<file path="src/rtl/sram_controller_if.sv">
// -----------------------------------------------------------------------------
// sram_controller_if
//   Bundles the MEM-stage request/response signals and the external 16-bit
//   SRAM pins seen by sram_controller.
//
//   master : the pipeline plus the SRAM device. It drives the request fields
//            and the SRAM read data.
//   slave  : the controller. It drives the load data, ready and the SRAM
//            address/data/strobe pins.
//
//   Signals
//     rdEn, wrEn   read / write request
//     address      byte address of the request
//     writeData    store data
//     readData     load data (registered in the controller)
//     ready        request complete; the pipeline freeze is ~ready
//     sramAddr     SRAM halfword address
//     sramDqOut    data driven to the SRAM
//     sramDqIn     data returned by the SRAM
//     sramDqOe     data-bus output enable
//     sramWeN      SRAM write strobe, active-low
// -----------------------------------------------------------------------------
interface sram_controller_if;
    logic        rdEn;
    logic        wrEn;
    logic [31:0] address;
    logic [31:0] writeData;
    logic [31:0] readData;
    logic        ready;
    logic [17:0] sramAddr;
    logic [15:0] sramDqOut;
    logic [15:0] sramDqIn;
    logic        sramDqOe;
    logic        sramWeN;

    modport master (
        output rdEn, wrEn, address, writeData, sramDqIn,
        input  readData, ready, sramAddr, sramDqOut, sramDqOe, sramWeN
    );

    modport slave (
        input  rdEn, wrEn, address, writeData, sramDqIn,
        output readData, ready, sramAddr, sramDqOut, sramDqOe, sramWeN
    );
endinterface

</file>
<file path="src/rtl/sram_controller.sv">
// -----------------------------------------------------------------------------
// sram_controller
//   Turns one 32-bit MEM-stage load or store into two 16-bit accesses on an
//   external SRAM: low halfword first, then high halfword. Each access is held
//   for PHASE_CYCLES clocks. ready is low while an access is in flight, so the
//   pipeline freezes for 2*PHASE_CYCLES+1 cycles per request.
//
//   Parameters
//     BASE_ADDR     byte address that maps to SRAM word 0
//     PHASE_CYCLES  clocks per halfword access, 1..15
//
//   Ports
//     clk   single clock, rising edge
//     rst   synchronous, active-high reset
//     bus   sram_controller_if.slave (request, response and SRAM pins)
//
//   state | meaning
//   ------+-----------------------------------------------------------------
//   IDLE  | waiting; a request here is latched and the low access starts
//   LOW   | low halfword access (wIdx*2), cnt counts the phase down
//   HIGH  | high halfword access (wIdx*2+1), cnt counts the phase down
//   DONE  | one cycle with ready=1, then back to IDLE
// -----------------------------------------------------------------------------
module sram_controller #(
    parameter int BASE_ADDR    = 1024,
    parameter int PHASE_CYCLES = 2
) (
    input  logic              clk,
    input  logic              rst,
    sram_controller_if.slave  bus
);

    localparam logic [3:0]  CNT_LOAD = 4'(PHASE_CYCLES - 1);
    localparam logic [31:0] BASE     = 32'(BASE_ADDR);

    typedef enum logic [1:0] {
        IDLE = 2'd0,
        LOW  = 2'd1,
        HIGH = 2'd2,
        DONE = 2'd3
    } state_t;

    state_t      state,     state_nxt;
    logic [3:0]  cnt,       cnt_nxt;
    logic        is_write,  is_write_nxt;
    logic [15:0] wr_hi,     wr_hi_nxt;
    logic [31:0] rd_data,   rd_data_nxt;
    logic [17:0] sram_addr, sram_addr_nxt;
    logic [15:0] dq_out,    dq_out_nxt;
    logic        dq_oe,     dq_oe_nxt;
    logic        we_n,      we_n_nxt;

    logic        req;
    logic [16:0] w_idx;

    assign req = bus.rdEn | bus.wrEn;

    // Subtraction wraps modulo 2^32; everything above word-index bit 16 is
    // dropped, so out-of-range addresses alias into the SRAM silently.
    assign w_idx = 17'((bus.address - BASE) >> 2);

    // -------------------------------------------------------------------------
    // Next-state and next-output logic
    // -------------------------------------------------------------------------
    always_comb begin
        state_nxt     = state;
        cnt_nxt       = cnt;
        is_write_nxt  = is_write;
        wr_hi_nxt     = wr_hi;
        rd_data_nxt   = rd_data;
        sram_addr_nxt = sram_addr;
        dq_out_nxt    = dq_out;
        dq_oe_nxt     = dq_oe;
        we_n_nxt      = we_n;

        unique case (state)
            IDLE: begin
                if (req) begin
                    state_nxt     = LOW;
                    cnt_nxt       = CNT_LOAD;
                    // A simultaneous read is dropped in favour of the write.
                    is_write_nxt  = bus.wrEn;
                    wr_hi_nxt     = bus.writeData[31:16];
                    // SRAM pins are registered, so the low access is set up
                    // on the same edge that enters LOW.
                    sram_addr_nxt = {w_idx, 1'b0};
                    dq_out_nxt    = bus.writeData[15:0];
                    dq_oe_nxt     = bus.wrEn;
                    we_n_nxt      = ~bus.wrEn;
                end
            end

            LOW: begin
                cnt_nxt = cnt - 4'd1;
                if (cnt == 4'd0) begin
                    if (!is_write) begin
                        rd_data_nxt[15:0] = bus.sramDqIn;
                    end
                    state_nxt        = HIGH;
                    cnt_nxt          = CNT_LOAD;
                    sram_addr_nxt[0] = 1'b1;
                    dq_out_nxt       = wr_hi;
                end
            end

            HIGH: begin
                cnt_nxt = cnt - 4'd1;
                if (cnt == 4'd0) begin
                    if (!is_write) begin
                        rd_data_nxt[31:16] = bus.sramDqIn;
                    end
                    state_nxt = DONE;
                    cnt_nxt   = 4'd0;
                    dq_oe_nxt = 1'b0;
                    we_n_nxt  = 1'b1;
                end
            end

            DONE: begin
                state_nxt = IDLE;
            end

            default: begin
                state_nxt = IDLE;
            end
        endcase
    end

    // -------------------------------------------------------------------------
    // State and output registers
    // -------------------------------------------------------------------------
    always_ff @(posedge clk) begin
        if (rst) begin
            state     <= IDLE;
            cnt       <= 4'd0;
            is_write  <= 1'b0;
            wr_hi     <= 16'd0;
            rd_data   <= 32'd0;
            sram_addr <= 18'd0;
            dq_out    <= 16'd0;
            dq_oe     <= 1'b0;
            we_n      <= 1'b1;
        end else begin
            state     <= state_nxt;
            cnt       <= cnt_nxt;
            is_write  <= is_write_nxt;
            wr_hi     <= wr_hi_nxt;
            rd_data   <= rd_data_nxt;
            sram_addr <= sram_addr_nxt;
            dq_out    <= dq_out_nxt;
            dq_oe     <= dq_oe_nxt;
            we_n      <= we_n_nxt;
        end
    end

    // ready is combinational so an idle pipeline never sees a freeze bubble.
    assign bus.ready     = (state == DONE) | ((state == IDLE) & ~req);
    assign bus.readData  = rd_data;
    assign bus.sramAddr  = sram_addr;
    assign bus.sramDqOut = dq_out;
    assign bus.sramDqOe  = dq_oe;
    assign bus.sramWeN   = we_n;

endmodule
</file>
<file path="src/flat_wrapper.sv">
// flat-port wrapper written by rule: the top's interface ports become plain ports
module sram_controller_flat 
#(
    parameter int BASE_ADDR    = 1024,
    parameter int PHASE_CYCLES = 2
)
  (clk, rst, bus_rdEn, bus_wrEn, bus_address, bus_writeData, bus_sramDqIn, bus_readData, bus_ready, bus_sramAddr, bus_sramDqOut, bus_sramDqOe, bus_sramWeN);
  sram_controller_if bus_i ();
  input  logic clk;
  input  logic rst;
  input wire logic [$bits(bus_i.rdEn)-1:0] bus_rdEn;
  input wire logic [$bits(bus_i.wrEn)-1:0] bus_wrEn;
  input wire logic [$bits(bus_i.address)-1:0] bus_address;
  input wire logic [$bits(bus_i.writeData)-1:0] bus_writeData;
  input wire logic [$bits(bus_i.sramDqIn)-1:0] bus_sramDqIn;
  output wire logic [$bits(bus_i.readData)-1:0] bus_readData;
  output wire logic [$bits(bus_i.ready)-1:0] bus_ready;
  output wire logic [$bits(bus_i.sramAddr)-1:0] bus_sramAddr;
  output wire logic [$bits(bus_i.sramDqOut)-1:0] bus_sramDqOut;
  output wire logic [$bits(bus_i.sramDqOe)-1:0] bus_sramDqOe;
  output wire logic [$bits(bus_i.sramWeN)-1:0] bus_sramWeN;
  assign bus_i.rdEn = bus_rdEn;
  assign bus_i.wrEn = bus_wrEn;
  assign bus_i.address = bus_address;
  assign bus_i.writeData = bus_writeData;
  assign bus_i.sramDqIn = bus_sramDqIn;
  assign bus_readData = bus_i.readData;
  assign bus_ready = bus_i.ready;
  assign bus_sramAddr = bus_i.sramAddr;
  assign bus_sramDqOut = bus_i.sramDqOut;
  assign bus_sramDqOe = bus_i.sramDqOe;
  assign bus_sramWeN = bus_i.sramWeN;
  sram_controller #(.BASE_ADDR(BASE_ADDR), .PHASE_CYCLES(PHASE_CYCLES)) u_core (.clk(clk), .rst(rst), .bus(bus_i));
endmodule
</file>
<file path="config.mk">
export PLATFORM = sky130hd
export DESIGN_NAME = sram_controller_flat
export DESIGN_NICKNAME = d
export VERILOG_FILES = /design/src/rtl/sram_controller_if.sv /design/src/rtl/sram_controller.sv /design/src/flat_wrapper.sv
export SDC_FILE = /design/constraint.sdc
export NUM_CORES = 1
export LEC_CHECK = 0
export ABC_AREA = 0
export BUFFER_PORTS_ARGS = -buffer_cell sky130_fd_sc_hd__buf_2
export CAP_MARGIN = 40
export CORE_MARGIN = 5
export CORE_UTILIZATION = 40
export DETAILED_ROUTE_END_ITERATION = 6
export PLACE_DENSITY = 0.67
export SYNTH_ARGS = -nofsm -noshare
export SYNTH_HDL_FRONTEND = slang
export SYNTH_SLANG_ARGS = --single-unit
</file>
<file path="constraint.sdc">
create_clock -name clk -period 1.9 [get_ports clk]
set_input_delay 0.095 -clock clk [delete_from_list [all_inputs] [get_ports clk]]
set_output_delay 0.095 -clock clk [all_outputs]
set_load 0.01 [all_outputs]
</file>
==> results of run 1 <==
sequential cells by signal, summed over array words and instances (netlist names):
register and flops:
u_core.state 2, u_core.wr_hi 16, u_core.bus.sramDqOut 16, u_core.bus.sramAddr 18
u_core.is_write 1, u_core.bus.sramDqOe 1, u_core.cnt 4, u_core.bus.readData 32
u_core.bus.sramWeN 1
per-layer routing:
layer	global-route usage (%)	share of wire, %	routed length [um]
met3	4.97	8.5	882
met2	29.5	47	4850
met1	20.6	43	4450
met5	0	0	0
met4	7.48	2.0	212
synthesized netlist by cell type (2+ instances only):
cell type  instances  area, um^2
nor4_1             2        12.5
nand2_1          132         495
nor2_1             9        33.8
and4_1             3        26.3
o21ai_0            9        45.0
or3_1              4        25.0
nor4b_1            2        17.5
clkbuf_1          20        75.1
xnor2_1            3        26.3
a211o_1            2        17.5
mux2i_1           48         480
buf_1              5        18.8
nor3b_1            4        30.0
and2_1             2        12.5
a211oi_1           7        52.6
nor3_1             4        20.0
nand4_1            2        12.5
nor2b_1            2        12.5
a21oi_1           29         145
dfxtp_1           91        1820
ha_1               8         100
o211ai_1           3        22.5
inv_1              7        26.3
mux2_2            16         180
o31ai_1            2        15.0
o21a_1             3        22.5
buf_2              3        15.0
layout by cell type, fill, tap and decap left out, types with 4 or more instances in the layout:
cell type and count:
a21oi_1 29, mux2i_1 48, inv_1 5, clkbuf_8 10
nand2_1 132, or3_1 4, nor3b_1 4, nor2_1 9
dfxtp_1 91, buf_4 14, ha_1 7, a211oi_1 7
mux2_2 16, buf_2 137, nor3_1 4, o21ai_0 8
dlygate4sd3_1 31
final timing paths:
path / slack [ns] / startpoint / depth (start not counted) / end
max reg2reg: 0.08 / u_core.cnt[0]$_SDFFE_PP0P_ / 6 / u_core.bus.sramDqOut[13]$_SDFFE_PP0P_
min reg2reg: 0.46 / u_core.wr_hi[4]$_SDFFE_PP0P_ / 2 / u_core.wr_hi[4]$_SDFFE_PP0P_
min: 0.02 / bus_sramDqIn[7] / 3 / u_core.bus.readData[23]$_SDFFE_PP0P_
max: 0.08 / u_core.cnt[0]$_SDFFE_PP0P_ / 6 / u_core.bus.sramDqOut[13]$_SDFFE_PP0P_
logic make-up (layout without fill, tap and decap cells):
logic type / count (synthesis) / after routing / share of synthesized area, %
xor+xnor: 3 / 3 / 0.671
flops: 91 / 91 / 46.5
simple gates: 174 / 174 / 19.4
mux: 64 / 64 / 16.9
fa+ha+maj: 8 / 8 / 2.56
compound gates: 62 / 62 / 9.61
buf+inv: 39 / 209 / 4.41
other cells: 0 / 1 / 0
critical path, stage by stage (launching register included):
cell     delay [ns]
dfxtp_1        0.34
inv_1          0.09
ha_1           0.21
or3b_4         0.42
a211o_1        0.36
buf_12         0.18
mux2i_1        0.11
layout make-up:
class / instances / area (um^2) / share of cell area, %
multi-input combinational: 311 / 1950 / 36.7
sequential: 91 / 1820 / 34.3
timing repair buffer: 185 / 1160 / 21.8
tap: 133 / 166 / 3.13
clock buffer: 10 / 138 / 2.59
clock inverter: 6 / 47.5 / 0.895
inverter: 8 / 30.0 / 0.565
antenna: 1 / 2.50 / 0.0471
what timing repair did:
item / 4_1_cts / 5_1_grt
gates resized for setup: 2 / 4
buffers inserted: 0 / 0
setup endpoints to repair: 2 / 21
gates cloned: 0 / 0
hold endpoints to repair: 36 / 0
hold buffers: 31 / 0
metrics by stage:
step	utilization [%]	std cells	power, mW
2_1_floorplan	-	441	4.82
3_3_place_gp	49.5	697	5.82
4_1_cts	54.7	744	7.22
5_1_grt	54.9	744	7.69
3_5_place_dp	49.5	697	5.91
6_report	54.9	745	7.18
power by group:
group / leakage (nW) / switching, mW / internal [mW] / total [mW]
Clock: 0.0933 / 0.688 / 0.523 / 1.21
Sequential: 0.746 / 0.302 / 2.43 / 2.73
Combinational: 1.65 / 1.72 / 1.52 / 3.24
==> summary.md, run 1 <==
| Metric | Value |
|---|---|
| Clock transition at the registers of the reported paths | 0.09 ns |
| Sequential fraction of the synthesis area | 46.5% |
| Die H | 109 um |
| Count of nets after finishing | about 700 |
| Setup crit end kind | register |
| Max clock buf depth | 2 |
| Area Growth Syn to Fin | 35.7% |
| Placement Cell Area | 4800 um^2 |
| Setup_tns | 0 ns |
| Setup slack after placement | -0.00374 ns |
| Drt initial violations | around 150 |
| Share of layout cells above drive strength 1 | 31.9% |
| PortBufs | 137 |
| Initial antenna violation count | 0 |
| Outcome | finished, final reports clean |
| ANT nets after route | 0 |
| Critical path launch point type | register |
| Syn Inst Count | 441 |
| Final instance area | 5320 um^2 |
| Pleak | 2.49 nW |
| Final Max Slew Viols | 0 |
| Crit Path Max Fanout | 15 |
| Largest net degree at the start of global routing | 46 |
| Syn_nets | ~530 |
| Skew final | 0.0141 ns |
| Worst Max-Slew Pin Slew | 0.827 ns |
| Fin crit share | 95.7% |
| EDFF count, synth | 0 |
| Synth unique cells | 46 |
| Hold Slack | 0.0227 ns |
| Worst EP arrival | 2.06 ns |
| Detail Placement HPWL | 7.40 mm |
| Vias in the first global route | 3541 |
| H-tree level count | 3 |
| Synthesized area per cell | 8.88 um^2 |
| Clock Tree Root | clkbuf_8 |
| Cell Area, Synth | 3920 um^2 |
| Synth Warn # | 0 |
| Initial Util | 40.5% |
| Vias per std cell | about 4.8 |
| Asr flop ratio synth | 0% |
| Avg WL per Cell | roughly 14 um |
| First-pass GRT wire length | between 15 and 20 mm |
| Final Critical Period | 1.82 ns |
| Power Density | approximately 1400 nW/um^2 |
| Drt total wl | just over 10 mm |
| Initial DRT Pass Iterations | 5 |
| GR Overflow Total | 0 |
| Final setup margin | 0.0816 ns |
| Worst-Skew Late Latency | about 0.36 ns |
| Vias | 3605 |
| Flops & latches, synth | 91 |
| Total CTS buffers | 9 |
| Maxcap violations | 0 |
| Slew HR | about 45% |
| Core area | 9680 um^2 |
| Hold Crit Class | in2reg |
| RD Place Congestion | 0.855 |
| Global Route Usage Sum | 17.5% |
| Num rows | 36 |
| Io pins | between 150 and 200 |
| CTS tree | built |
| Setup CP Type | reg2reg |
| Die width | 109 um |
| Worst vdd ir | about 0.66 mV |
| CTS sink cnt | 91 |
| # setup viols final | 0 |
| Fin. Hold Viols | 0 |
| Max Freq | ~0.55 GHz |
| Drt drc | 0 |
| RSZ-0062 raised after global routing | no |
| Filler instances | 853 |
| Die ar. | 11900 um^2 |
| Top_reg_cell synth | dfxtp_1 |
| CP Data Required Time | 2.14 ns |
No activity file was read; power rests on OpenSTA's default activity.
==> run 2, diff against run 1 <==
--- a/config.mk
+++ b/config.mk
@@ -11,7 +11,8 @@
 export CORE_MARGIN = 5
 export CORE_UTILIZATION = 40
 export DETAILED_ROUTE_END_ITERATION = 6
-export PLACE_DENSITY = 0.67
+export PLACE_DENSITY = 0.65
+export RECOVER_POWER = 100
 export SYNTH_ARGS = -nofsm -noshare
 export SYNTH_HDL_FRONTEND = slang
 export SYNTH_SLANG_ARGS = --single-unit
==> constraint.sdc (replaced) <==
create_clock -name clk -period 1.72 [get_ports clk]
set_input_delay 0.086 -clock clk [delete_from_list [all_inputs] [get_ports clk]]
set_output_delay 0.086 -clock clk [all_outputs]
set_load 0.01 [all_outputs]
==> run 2 against run 1 <==
  * The flow now finishes with violations (setup timing)
  * Clock skew decreased by 0.0015 ns
  * Die area unchanged
  * Power increased by 13%
  * First-iteration DRC count increased by 30%
  * Clock power increased by 8%
  * Register-to-register slack got worse by 0.09 ns
  * Via count increased by 0.55%
  * Wire length increased by 1.7%
  * Largest power group unchanged
==> summary.md, run 2 (synthesis gave the netlist of run 1 again) <==
| Metric | Value |
|---|---|
| Outcome | complete, but fails checks |
| Failing checks | setup timing |
| Initial DRT Pass Iterations | 4 |
| Vias | around 3600 |
| Most frequent cells in the layout | 132 x nand2_1, 89 x dfxtp_1, 69 x clkbuf_1, 68 x buf_2, 48 x mux2i_1 |
| # setup viols final | 5 |
| Fin crit share | 101% |
| Critical path launch point type | register |
| Crit Path Max Fanout | 7 |
| Finished Core Util | between 50% and 60% |
| Grt met2 use | between 30% and 40% |
| Worst-Skew Late Latency | 0.35 ns |
| First-pass GRT wire length | 16.8 mm |
| Diode count | 0 |
| ANT nets after route | 0 |
| Clock transition at the registers of the reported paths | 0.09 ns |
| Global Route Usage Sum | between 10% and 20% |
| RSZ-0062 raised after global routing | yes |
| Max stage delay cell, worst path | or3b_4 |
| Worst EP arrival | 1.97 ns |
| Hold Slack | ~0.017 ns |
| Detail Placement HPWL | roughly 7.6 mm |
| Die H | between 100 and 150 um |
| CP Data Required Time | between 1.5 and 2 ns |
| Met3 Resource Use GR | 6.10% |
| Clock Tree Root | clkbuf_8 |
| Count of nets after finishing | 706 |
| Io pins | 153 |
| Vias per std cell | 4.82 |
| Vias in the first global route | 3629 |
| Met1 usage | around a fifth |
| Worst Max-Slew Pin Slew | between 0.6 and 0.7 ns |
| Setup crit end kind | register |
| Busiest grt layer | met2 |
| Max Freq | roughly 0.58 GHz |
| Die ar. | 11900 um^2 |
| Area Growth Syn to Fin | 37.3% |
| Max reg flops | 32 |
| CP Buf/Inv Count | 2 |
| Final instance area | 5380 um^2 |
| Final Critical Period | between 1.5 and 2 ns |
| Initial antenna violation count | 0 |
| RD Place Congestion | 0.805 |
| Drt total wl | 10.6 mm |
| Drt initial violations | 200 |
| Largest net degree at the start of global routing | 40 |
| Final Max Slew Viols | 0 |
| CP top delay family | simple AND/OR/NAND/NOR gates |
| Pleak | 2.27 nW |
| CTS tree | built |
| Avg WL per Cell | 14.1 um |
| Setup CP Type | reg2reg |
| H-tree level count | 3 |
| Initial Util | 40.5% |
| Max clock buf depth | 2 |
| Placement Cell Area | 4880 um^2 |
| Final Power | 8.11 mW |
| Share of layout cells above drive strength 1 | 23.3% |
| Total CTS buffers | 9 |
| CTS sink cnt | between 90 and 100 |
| Hold Crit Class | in2reg |
| Num rows | 36 |
| Most common cell after layout, fill and taps aside | nand2_1 |
| Worst vdd ir | ~0.66 mV |
| Power Density | 1510 nW/um^2 |
| PortBufs | approximately 140 |
| Slew HR | 58.3% |
| Setup_tns | -0.0341 ns |
| Max incr delay on CP | 0.41 ns |
| Core area | 9680 um^2 |
| Drt drc | 0 |
| Die width | ~110 um |
| Maxcap violations | 0 |
| Fin. Hold Viols | 0 |
| Skew final | about 0.013 ns |
| GR Overflow Total | 0 |
| Final setup margin | -0.0131 ns |
| Crit path cell chain | inv_2 > ha_4 > or3b_4 > a211o_4 > clkbuf_16 > mux2i_1 |
==> run 2: changes by cell type in the layout (fill, tap and decap cells not counted), moves of 2 or more <==
cell | before | now
buf_12 | 3 | 5
buf_2 | 137 | 68
buf_4 | 14 | 18
clkbuf_1 | 0 | 69
clkinvlp_4 | 1 | 3
dfxtp_1 | 91 | 89
dfxtp_2 | 0 | 2
ha_1 | 7 | 5
inv_6 | 2 | 0
==> run 2: cell type report <==
| cell class | count | area (um^2) |
|---|---|---|
| tap | 133 | 166 |
| fill | 918 | 4310 |
| inverter | 8 | 30.0 |
| multi-input combinational | 311 | 1990 |
| timing repair buffer | 193 | 1190 |
| clock inverter | 6 | 51.3 |
| clock buffer | 10 | 128 |
| sequential | 91 | 1820 |
==> run 2: worst min-delay path: cells and delay by family <==
family / cells / cell delay (ns)
buf+inv: 1 / 0.10
mux: 1 / 0.06
simple gates: 1 / 0.07
==> run 2: final timing paths <==
| check | from | endpoint | slack (ns) | depth (start not counted) |
|---|---|---|---|---|
| max | u_core.cnt[1]$_SDFFE_PP0P_ | u_core.bus.sramDqOut[4]$_SDFFE_PP0P_ | -0.01 | 6 |
| min | bus_sramDqIn[6] | u_core.bus.readData[22]$_SDFFE_PP0P_ | 0.02 | 3 |
| max reg2reg | u_core.cnt[1]$_SDFFE_PP0P_ | u_core.bus.sramDqOut[4]$_SDFFE_PP0P_ | -0.01 | 6 |
| min reg2reg | u_core.wr_hi[3]$_SDFFE_PP0P_ | u_core.wr_hi[3]$_SDFFE_PP0P_ | 0.46 | 2 |
==> run 2: power by group <==
| group | internal, mW | switching [mW] | leakage, nW |
|---|---|---|---|
| logic | 1.81 | 1.99 | 1.44 |
| clock network | 0.541 | 0.772 | 0.0806 |
| registers | 2.69 | 0.320 | 0.747 |
==> run 2: what timing repair did <==
action	in CTS	in global routing
cloned	0	1
pin swaps	0	3
endpoints found under the setup margin	4	40
gates resized for setup	5	13
buffers inserted	1	3
hold buffers	30	0
hold endpoints to repair	33	0
==> run 2: metrics by stage <==
step | setup slack, ns | std cells
finish | -0.0131 | 752
CTS | 0.0111 | 748
global route | -0.0531 | 752
global placement | 0.0443 | 701
detailed placement | -0.00175 | 701
floorplan | 0.00437 | 441
==> run 2: routing by layer <==
| metal | vias to the layer above | part of all wire (%) |
|---|---|---|
| met5 | - | 0 |
| met4 | 0 | 0.82 |
| met3 | 9 | 9.2 |
| met2 | 127 | 47 |
| met1 | 1646 | 43 |
| li1 | 1843 | - |
==> run 3, diff against run 2 <==
--- a/config.mk
+++ b/config.mk
@@ -11,6 +11,7 @@
 export CORE_MARGIN = 5
 export CORE_UTILIZATION = 40
 export DETAILED_ROUTE_END_ITERATION = 6
+export HOLD_SLACK_MARGIN = 0.03
 export PLACE_DENSITY = 0.65
 export RECOVER_POWER = 100
 export SYNTH_ARGS = -nofsm -noshare
==> run 3 against run 2 <==
  * The flow still finishes with violations (setup timing)
  * Non-clock buffer count increased by 12
  * Largest cell class unchanged
  * First-iteration DRC count shrank 3.0%
  * Critical path type unchanged
  * Maximum frequency about the same
  * Via count increased by 1.7%
  * Largest power group unchanged
  * Sequential power about the same
  * Clock-buffer cell count is the same
  * Die area stayed put
  * Sequential share of layout area fell by 0.74 points
  * Wire length rose by 1.7%
==> summary.md, run 3 (synthesis gave the netlist of run 1 again) <==
| Metric | Value |
|---|---|
| Share of layout cells above drive strength 1 | 22.8% |
| Die width | 109 um |
| Die H | between 100 and 150 um |
| Count of nets after finishing | 718 |
| Diode count | 0 |
| Fin. Hold Viols | 0 |
| Die ar. | 11900 um^2 |
| RD Place Congestion | between 0.8 and 0.9 |
| Total CTS buffers | 9 |
| Max Freq | between 0.5 and 0.6 GHz |
| Final setup margin | -0.0142 ns |
| Max stage delay cell, worst path | or3b_4 |
| Final Max Slew Viols | 0 |
| Core area | ~9700 um^2 |
| Failing checks | setup timing |
| Clock Tree Root | clkbuf_8 |
| Crit Path Max Fanout | 7 |
| Worst-Skew Late Latency | 0.35 ns |
| Num rows | 36 |
| Worst EP arrival | 1.98 ns |
| Hold Slack | 0.0465 ns |
| Drt initial violations | 194 |
| Critical path launch point type | register |
| Pleak | 2.32 nW |
| GR Overflow Total | 0 |
| Most common cell after layout, fill and taps aside | nand2_1 |
| Skew final | approximately 0.012 ns |
| Drt drc | 0 |
| CP top delay family | simple AND/OR/NAND/NOR gates |
| Io pins | ~150 |
| Vias per std cell | 4.82 |
| Slew HR | 58.3% |
| First-pass GRT wire length | 17.0 mm |
| Max reg flops | 32 |
| Final Critical Period | between 1.5 and 2 ns |
| Sequential Area | 1820 um^2 |
| Multi-input logic area | approximately 2000 um^2 |
| CP Data Required Time | 1.96 ns |
| Clock transition at the registers of the reported paths | 0.09 ns |
| Placement Cell Area | 4880 um^2 |
| Maxcap violations | 0 |
| CTS sink cnt | 91 |
| Largest net degree at the start of global routing | 40 |
| RSZ-0062 raised after global routing | yes |
| Max incr delay on CP | 0.41 ns |
| Filler instances | between 800 and 900 |
| Power Density | 1480 nW/um^2 |
| Initial Util | between 40 and 50% |
| Outcome | complete, but fails checks |
| ANT nets after route | 0 |
| # setup viols final | 6 |
| H-tree level count | 3 |
| Worst Max-Slew Pin Slew | 0.625 ns |
| Max clock buf depth | 2 |
| Avg WL per Cell | ~14 um |
| Setup CP Type | reg2reg |
| Area Growth Syn to Fin | 40.3% |
| Initial DRT Pass Iterations | 4 |
| Worst vdd ir | 0.656 mV |
| Vias | 3686 |
| Final instance area | 5500 um^2 |
| Hold Crit Class | in2reg |
| PortBufs | 137 |
| Vias in the first global route | 3696 |
| Drt total wl | 10.7 mm |
| Crit path cell chain | inv_2 > ha_4 > or3b_4 > a211o_4 > clkbuf_16 > mux2i_1 |
| CTS tree | built |
| Fin crit share | 101% |
| Global Route Usage Sum | ~18% |
| Detail Placement HPWL | 7.60 mm |
| CP Buf/Inv Count | 2 |
| Most frequent cells in the layout | 132 x nand2_1, 89 x dfxtp_1, 69 x clkbuf_1, 68 x buf_2, 48 x mux2i_1 |
| Setup slack after placement | -0.00175 ns |
| Initial antenna violation count | 0 |
| Setup crit end kind | register |
==> run 3: stage by stage <==
step / total power, mW / cells / TNS [ns] / utilization [%]
finish: 8.13 / 764 / -0.0452 / 56.8
global route: 8.70 / 764 / -0.914 / 56.8
CTS: 8.12 / 760 / 0 / 56.8
detailed placement: 6.65 / 701 / -0.00175 / 50.4
global placement: 6.56 / 701 / 0 / 50.4
floorplan: 5.33 / 441 / 0 / -
==> run 3: per-layer routing <==
| layer | wire, um | up-vias | track usage (%) |
|---|---|---|---|
| li1 | - | 1866 | - |
| met1 | 4640 | 1693 | 21.2 |
| met2 | 5120 | 118 | 30.8 |
| met3 | 895 | 9 | 6.04 |
| met4 | 87 | 0 | 3.88 |
| met5 | 0 | - | 0 |
==> run 3: final cells by class <==
cell class	count	share of cell area [%]
clock buffers	10	2.32
clock inverters	6	0.933
inverters	8	0.546
multi-input cells	311	36.2
flip-flops and latches	91	33.2
well taps	133	3.03
repair buffers	205	23.8
==> run 3: worst paths after layout <==
path,slack [ns],cells after the start,from,endpoint
worst max-delay path,-0.01,6,u_core.cnt[1]$_SDFFE_PP0P_,u_core.bus.sramDqOut[4]$_SDFFE_PP0P_
worst min-delay path,0.05,3,bus_wrEn,u_core.is_write$_SDFFE_PP0P_
worst max register to register,-0.01,6,u_core.cnt[1]$_SDFFE_PP0P_,u_core.bus.sramDqOut[4]$_SDFFE_PP0P_
worst min register to register,0.46,2,u_core.wr_hi[3]$_SDFFE_PP0P_,u_core.wr_hi[3]$_SDFFE_PP0P_
==> run 3: what timing repair did <==
| action | CTS | global route |
|---|---|---|
| endpoints found under the hold margin | 55 | 0 |
| setup buffers | 1 | 3 |
| hold buffers | 42 | 0 |
| setup endpoints to repair | 4 | 40 |
| resized for setup | 5 | 13 |
| gates cloned | 0 | 1 |
| pin swaps | 0 | 3 |
==> run 3: where the power goes <==
group	switching [mW]	total (mW)	internal [mW]
sequential	0.321	3.01	2.69
combinational	1.99	3.81	1.82
clock	0.770	1.31	0.540
==> run 3: worst min-delay path, stage by stage <==
cell	delay [ns]
buf_2	0.13
nand2_1	0.07
a21oi_1	0.06
